**config.mk**
```make
export PLATFORM = sky130hd
export DESIGN_NAME = wakeup_delay_pipe
export DESIGN_NICKNAME = d
export VERILOG_FILES = /design/src/rtl/wakeup_delay_pipe.sv
export SDC_FILE = /design/constraint.sdc
export NUM_CORES = 1
export LEC_CHECK = 0
export ABC_AREA = 1
export CAP_MARGIN = 5
export CORE_MARGIN = 8
export CORE_UTILIZATION = 43
export CTS_BUF_LIST = sky130_fd_sc_hd__clkbuf_4
export DETAILED_ROUTE_END_ITERATION = 16
export PLACE_DENSITY = 0.75
export SLEW_MARGIN = 20
export SYNTH_ARGS = -nofsm -noshare
export SYNTH_HDL_FRONTEND = slang
export SYNTH_SLANG_ARGS = --single-unit
```
**constraint.sdc**
```tcl
create_clock -name clock -period 1.3 [get_ports clock]
set_input_delay 0.26 -clock clock [delete_from_list [all_inputs] [get_ports clock]]
set_output_delay 0.26 -clock clock [all_outputs]
set_load 0.1 [all_outputs]
```
**src/rtl/wakeup_delay_pipe.sv**
```systemverilog
// Delays an issue-time wakeup by LATENCY cycles, squashing in-flight entries on redirect.
// Optional perf counters are enabled by defining WAKEUP_DELAY_PERF_EN.
module wakeup_delay_pipe #(
  parameter int LATENCY = 2,
  parameter int PDEST_W = 6,
  parameter int ROB_W   = 5
) (
  input  logic               clock,
  input  logic               reset,
  input  logic               io_in_valid,
  input  logic               io_in_bits_ctrl_rfWen,
  input  logic               io_in_bits_ctrl_fpWen,
  input  logic [PDEST_W-1:0] io_in_bits_pdest,
  input  logic               io_in_bits_robIdx_flag,
  input  logic [ROB_W-1:0]   io_in_bits_robIdx_value,
  input  logic               io_redirect_valid,
  input  logic               io_redirect_bits_robIdx_flag,
  input  logic [ROB_W-1:0]   io_redirect_bits_robIdx_value,
  input  logic               io_redirect_bits_level,
  output logic               io_out_valid,
  output logic               io_out_bits_ctrl_rfWen,
  output logic               io_out_bits_ctrl_fpWen,
  output logic [PDEST_W-1:0] io_out_bits_pdest,
  output logic               io_out_bits_robIdx_flag,
  output logic [ROB_W-1:0]   io_out_bits_robIdx_value
`ifdef WAKEUP_DELAY_PERF_EN
  ,
  output logic [15:0]        io_perf_flushCnt,
  output logic [15:0]        io_perf_wakeupCnt
`endif
);

  logic [LATENCY-1:0] vld_q, vld_d;
  logic [LATENCY-1:0] rfwen_q, fpwen_q, flag_q;
  logic [PDEST_W-1:0] pdest_q [LATENCY];
  logic [ROB_W-1:0]   value_q [LATENCY];

  logic [LATENCY-1:0] stg_flush;
  logic               in_flush;

  // Age compare with ROB wrap: differing flags invert the value ordering.
  function automatic logic need_flush(input logic e_flag, input logic [ROB_W-1:0] e_value,
                                      input logic r_valid, input logic r_flag,
                                      input logic [ROB_W-1:0] r_value, input logic r_level);
    logic is_after;
    logic is_equal;
    is_after = (e_flag ^ r_flag) ^ (e_value > r_value);
    is_equal = (e_flag == r_flag) && (e_value == r_value);
    return r_valid && (is_after || (is_equal && r_level));
  endfunction

  always_comb begin
    in_flush = need_flush(io_in_bits_robIdx_flag, io_in_bits_robIdx_value,
                          io_redirect_valid, io_redirect_bits_robIdx_flag,
                          io_redirect_bits_robIdx_value, io_redirect_bits_level);
    for (int i = 0; i < LATENCY; i++) begin
      stg_flush[i] = need_flush(flag_q[i], value_q[i],
                                io_redirect_valid, io_redirect_bits_robIdx_flag,
                                io_redirect_bits_robIdx_value, io_redirect_bits_level);
    end
  end

  always_comb begin
    vld_d    = '0;
    vld_d[0] = io_in_valid & ~in_flush;
    for (int i = 1; i < LATENCY; i++) begin
      vld_d[i] = vld_q[i-1] & ~stg_flush[i-1];
    end
  end

  // Payload shifts every cycle; stage 0 only captures on a valid request.
  always_ff @(posedge clock or negedge reset) begin
    if (!reset) begin
      vld_q   <= '0;
      rfwen_q <= '0;
      fpwen_q <= '0;
      flag_q  <= '0;
      for (int i = 0; i < LATENCY; i++) begin
        pdest_q[i] <= '0;
        value_q[i] <= '0;
      end
    end else begin
      vld_q <= vld_d;
      if (io_in_valid) begin
        rfwen_q[0] <= io_in_bits_ctrl_rfWen;
        fpwen_q[0] <= io_in_bits_ctrl_fpWen;
        flag_q[0]  <= io_in_bits_robIdx_flag;
        pdest_q[0] <= io_in_bits_pdest;
        value_q[0] <= io_in_bits_robIdx_value;
      end
      for (int i = 1; i < LATENCY; i++) begin
        rfwen_q[i] <= rfwen_q[i-1];
        fpwen_q[i] <= fpwen_q[i-1];
        flag_q[i]  <= flag_q[i-1];
        pdest_q[i] <= pdest_q[i-1];
        value_q[i] <= value_q[i-1];
      end
    end
  end

  // A redirect landing in the output cycle still suppresses the wakeup.
  assign io_out_valid             = vld_q[LATENCY-1] & ~stg_flush[LATENCY-1];
  assign io_out_bits_ctrl_rfWen   = rfwen_q[LATENCY-1];
  assign io_out_bits_ctrl_fpWen   = fpwen_q[LATENCY-1];
  assign io_out_bits_pdest        = pdest_q[LATENCY-1];
  assign io_out_bits_robIdx_flag  = flag_q[LATENCY-1];
  assign io_out_bits_robIdx_value = value_q[LATENCY-1];

`ifdef WAKEUP_DELAY_PERF_EN
  logic [15:0] flush_cnt_q, flush_cnt_d;
  logic [15:0] wakeup_cnt_q, wakeup_cnt_d;
  logic        flush_evt;

  always_comb begin
    flush_evt    = (io_in_valid & in_flush) | (|(vld_q & stg_flush));
    flush_cnt_d  = flush_cnt_q;
    wakeup_cnt_d = wakeup_cnt_q;
    if (flush_evt && (flush_cnt_q != 16'hFFFF)) flush_cnt_d = flush_cnt_q + 16'd1;
    if (io_out_valid && (wakeup_cnt_q != 16'hFFFF)) wakeup_cnt_d = wakeup_cnt_q + 16'd1;
  end

  always_ff @(posedge clock or negedge reset) begin
    if (!reset) begin
      flush_cnt_q  <= '0;
      wakeup_cnt_q <= '0;
    end else begin
      flush_cnt_q  <= flush_cnt_d;
      wakeup_cnt_q <= wakeup_cnt_d;
    end
  end

  assign io_perf_flushCnt  = flush_cnt_q;
  assign io_perf_wakeupCnt = wakeup_cnt_q;
`endif

endmodule

```
==> Word level (Yosys, flattened, before mapping) <==
Index checks and enable logic that the tools add are counted.
{ "totals": {"regBits": 30, "out_inout_bits": 15, "wordCells": 44} }
{ "op_classes": {"order_cmp": 3, "n_eq_ne": 6, "bitwise_logic": 12, "n_reduce_logical": 12} }
{ "ops": {"columns": ["op", "count"], "rows": [
  ["$eq A5 B5 Y1", 3],
  ["$gt A5 B5 Y1", 3],
  ["$logic_and A1 B1 Y1", 9],
  ["$xor A1 B1 Y1", 6],
  ["$and A1 B1 Y1", 3],
  ["$eq A1 B1 Y1", 3],
  ["$logic_or A1 B1 Y1", 3],
  ["$not A1 Y1", 3]
]} }

==> Longest topological paths before layout <==
{ "logic_depth": {"depth_word": 7, "mapped_depth": 11} }

==> Least setup slack after synthesis <==
Ideal clock, no wire load.
{ "synth_timing": {"kind": "register to output", "start": "register flag_q[1]", "end": "output port io_out_valid", "arrival_ns": 2.620, "slack_ns": -1.580, "path_stages_with_launch": 6, "n_path_buf": 0, "cell_sequence": "dfrtp_1 -> xnor2_1 -> nand2_1 -> a21oi_1 -> nor2_1 -> nor2_1"} }
{ "synth_via": {"elab_chain_cells": 7} }
{ "synth_lines": {"columns": ["item", "line_no", "source"], "rows": [
  ["start, declared", "34", "logic [LATENCY-1:0] rfwen_q, fpwen_q, flag_q;"],
  ["start signal, assigned by index", "94", "flag_q[i] <= flag_q[i-1];"],
  ["$eq A1 B1 Y1", "48", "is_equal = (e_flag == r_flag) && (e_value == r_value);"],
  ["$logic_and A1 B1 Y1", "48", null],
  ["$logic_and A1 B1 Y1", "49", "return r_valid && (is_after || (is_equal && r_level));"],
  ["$logic_or A1 B1 Y1 *", "49", null],
  ["$logic_and A1 B1 Y1 *", "49", null],
  ["$not A1 Y1 *", "102", "assign io_out_valid = vld_q[LATENCY-1] & ~stg_flush[LATENCY-1];"],
  ["$and A1 B1 Y1 *", "102", null],
  ["end, declared", "20", "output logic io_out_valid,"]
]} }
Every way passes the cells marked *; elsewhere a longest branch is shown, timed or not.

==> Final worst setup path <==
{ "layout_timing": {"start": "register value_q (netlist bit io_out_bits_robIdx_value[4])", "end": "output port io_out_valid"} }
{ "layout_via": {"elab_chain_cells": 7} }
{ "layout_lines": {"columns": ["item", "line_no", "source"], "rows": [
  ["start, declared", "36", "logic [ROB_W-1:0] value_q [LATENCY];"],
  ["start signal, assigned by index", "96", "value_q[i] <= value_q[i-1];"],
  ["branches (longest 3 deep; another with $gt A5 B5 Y1)", null, null],
  ["$logic_or A1 B1 Y1 *", "49", null],
  ["$logic_and A1 B1 Y1 *", "49", null],
  ["$not A1 Y1 *", "102", null],
  ["$and A1 B1 Y1 *", "102", null]
]} }
Mark *: on every way between the ends.

==> results.md <==
- Clock Latency Late Sink: 0.33 ns
- Layout cells sized above 1: 38.2%
- Design area: 2530 um2
- I/O pins: 40
- CP max stage cell: dfrtp_1
- DR vias: 1281
- Cell Rows: 21
- CP cell instances: ha_4 > nand2_4 > nor2_4 > nand2_1 > nand3_2 > nand3_2 > nand2_1 > nor2_2 > nor2_4 > buf_12
- Commonest non-fill, non-tap cells in the layout: nand2_1 (56), dfrtp_1 (29), inv_1 (19)
- Core area: 3360 um2
- Worst-Margin Slew: 0.445 ns
- PortBufs: 39
- Vias in the first global route: 1304
- Area Growth Syn to Fin: 67.4%
- CTS buffer count: 5
- Die height: 75.2 um
- H-tree depth: 2
- Post-Syn Nets: 216
- Final min period: 2.10 ns
- Yosys warns: 0
- Worst vdd ir: 717 uV
- Final Max Slew Viols: 0
- Failing checks: negative setup slack
- Most common cell after layout, fill and taps aside: nand2_1
- Remaining Overflow, GRT: 0
- 1st-iter DRT viols: 43
- Post-route antenna net violation count: 0
- Clk buf depth: 2
- Worst slew margin: 70.3%
- CTS tree: done
- Post-placement cell area: 2200 um2
- Final clock skew: 0.00635 ns
- NumNets Final: 272
- Die X: 75.2 um
- Hold buffer count at cts: 0
- Unrepaired setup endpoints after global routing: true
- Register area share after synthesis: 49.8%
- Buf/Inv on CP: 1
- Synth Area in XOR/XNOR: 1.74%
- Final setup margin: -0.799 ns
- Die area: 5660 um2
- Syn Inst Count: 176
- Detailed Routing Iterations Pass 1: 4
- Simple-gate share of the synthesized area: 22.2%
- Seq cells post-synth: 30
- Period utilization: 161%
- Final Core Density: 75.1%
- P_leak: 0.00126 uW
- Worst min path class: in -> reg
- Routed length per instance: 12.6 um
- Endpoints failing hold: 0
- CTS sink count: 30
- Critical path arrival: 1.84 ns
- Overall routed net length: 3.50 mm
- GP Congestion: 0.749
- Outcome: finished, violations left
- Largest delay share family, worst path: simple AND/OR/NAND/NOR gates
- Critical path class: reg -> out
- Clock-pin slew on the worst setup and hold paths: 0.09 ns
- Netlist Area Pre-Place: 1510 um2
- Yosys cell types: 12
- First-pass GRT wire length: 5.55 mm
- Placed wire-length estimate: 2.27 mm
- Diodes inserted: 0
- WP data required: 1.04 ns
- Mux contribution to synthesized area: 0%
- Critical path's largest stage delay: 0.42 ns
- Gr usage total: 13.2%
- Final setup vio count: 5
- Setup crit end kind: primary output
- DRC: 0
- Starting Density: 44.9%
- Pin count of the biggest net entering global routing: 31
- Max_cap viols: 0
- Largest family of logic cells by synthesized area: simple AND/OR/NAND/NOR gates
- DR vias/cell: 4.59
- Syn Area/Cell: 8.57 um2
- Critical path fanouts, max: 3
- Antenna violations before repair: 0
- Post-synthesis compound-gate area fraction: 1.99%
- Pwr Density: 1060 nW/um2
- Adder-cell share of the synthesized area: 12.4%
- F_max: 476 MHz
- CTS root buffer: clkbuf_4
- Setup crit start kind: flop
## worst paths after layout
check	from	to	slack [ns]	cells after the start
max	io_out_bits_robIdx_value[4]$_DFF_PN0_	io_out_valid	-0.80	10
min	io_in_bits_robIdx_value[1]	value_q[6]$_DFFE_PN0P_	0.23	3
max reg2reg	value_q[7]$_DFFE_PN0P_	vld_q[1]$_DFF_PN0_	-0.09	10
min reg2reg	pdest_q[8]$_DFFE_PN0P_	io_out_bits_pdest[2]$_DFF_PN0_	0.38	0
max in group asynchronous	reset	flag_q[1]$_DFF_PN0_	0.85	2
min in group asynchronous	reset	value_q[8]$_DFFE_PN0P_	0.28	2
## kinds of logic (layout without fill, tap and decap cells)
group | after synthesis | count (layout)
xor gates and xnor gates | 3 | 3
buffers and inverters | 36 | 93
adders and majority gates | 15 | 15
and+or+nand+nor | 86 | 86
DFF | 30 | 30
AOI/OAI and AO/OA | 6 | 6
## worst min-delay path: stages
cell and delay (ns):
dlymetal6s2s_1 0.14, nand2_1 0.08, nand2_1 0.06
## stage by stage
stage / power, uW / cells / hold WS, ns / setup TNS, ns / setup WS, ns
after CTS: 2630 / 279 / 0.279 / -0.958 / -0.788
after detailed placement: 2030 / 269 / 0.364 / -2.16 / -0.895
after global placement: 2020 / 269 / 0.359 / -2.07 / -0.844
after global routing: 2830 / 279 / 0.235 / -1.43 / -0.914
final: 2690 / 279 / 0.235 / -1.04 / -0.799
after floorplan: 1650 / 176 / -0.0356 / -0.572 / -0.572
## registers in the layout, indices dropped and copies added (netlist names)
name                      flops
io_out_bits_robIdx_value      5
vld_q                         2
flag_q                        2
rfwen_q                       2
fpwen_q                       2
io_out_bits_pdest             6
pdest_q                       6
value_q                       5
## power breakdown
group	internal [uW]	total, uW	switching [uW]	leakage (uW)
Combinational	475	1110	635	0.000870
Sequential	1020	1080	60.6	0.000365
Clock	192	502	310	0.0000277
Total	1680	2690	1010	0.00126
## per-layer routing
layer  part of all wire (%)  global-route usage [%]
met1                     40                    13.5
met2                     52                    22.6
met3                    7.3                    6.26
met4                    1.5                    5.12
met5                      0                       0
## synth_stat cells
cell type	count	area share (%)
buf_4	11	5.5
o21ai_0	1	0.33
nor2_1	7	1.7
ha_1	15	12
xnor2_1	2	1.2
xor2_1	1	0.58
nand3_1	10	3.3
buf_2	2	0.66
dfrtp_1	30	50
nand2_1	69	17
a21oi_1	5	1.7
inv_1	23	5.7
## final cells by class
| type | count | area, um2 |
|---|---|---|
| Multi-Input combinational cell | 110 | 847 |
| Tap cell | 46 | 57.6 |
| Clock inverter | 3 | 11.3 |
| Fill cell | 242 | 837 |
| Sequential cell | 30 | 752 |
| Timing Repair Buffer | 62 | 734 |
| Clock buffer | 5 | 37.5 |
| Inverter | 23 | 86.3 |
## timing repair
action | 4_1_cts | 5_1_grt
pin swaps | 22 | 17
buffers inserted | 3 | 2
endpoints found under the setup margin | 4 | 8
resized for setup | 41 | 25
(Power assumes the default switching activity.)
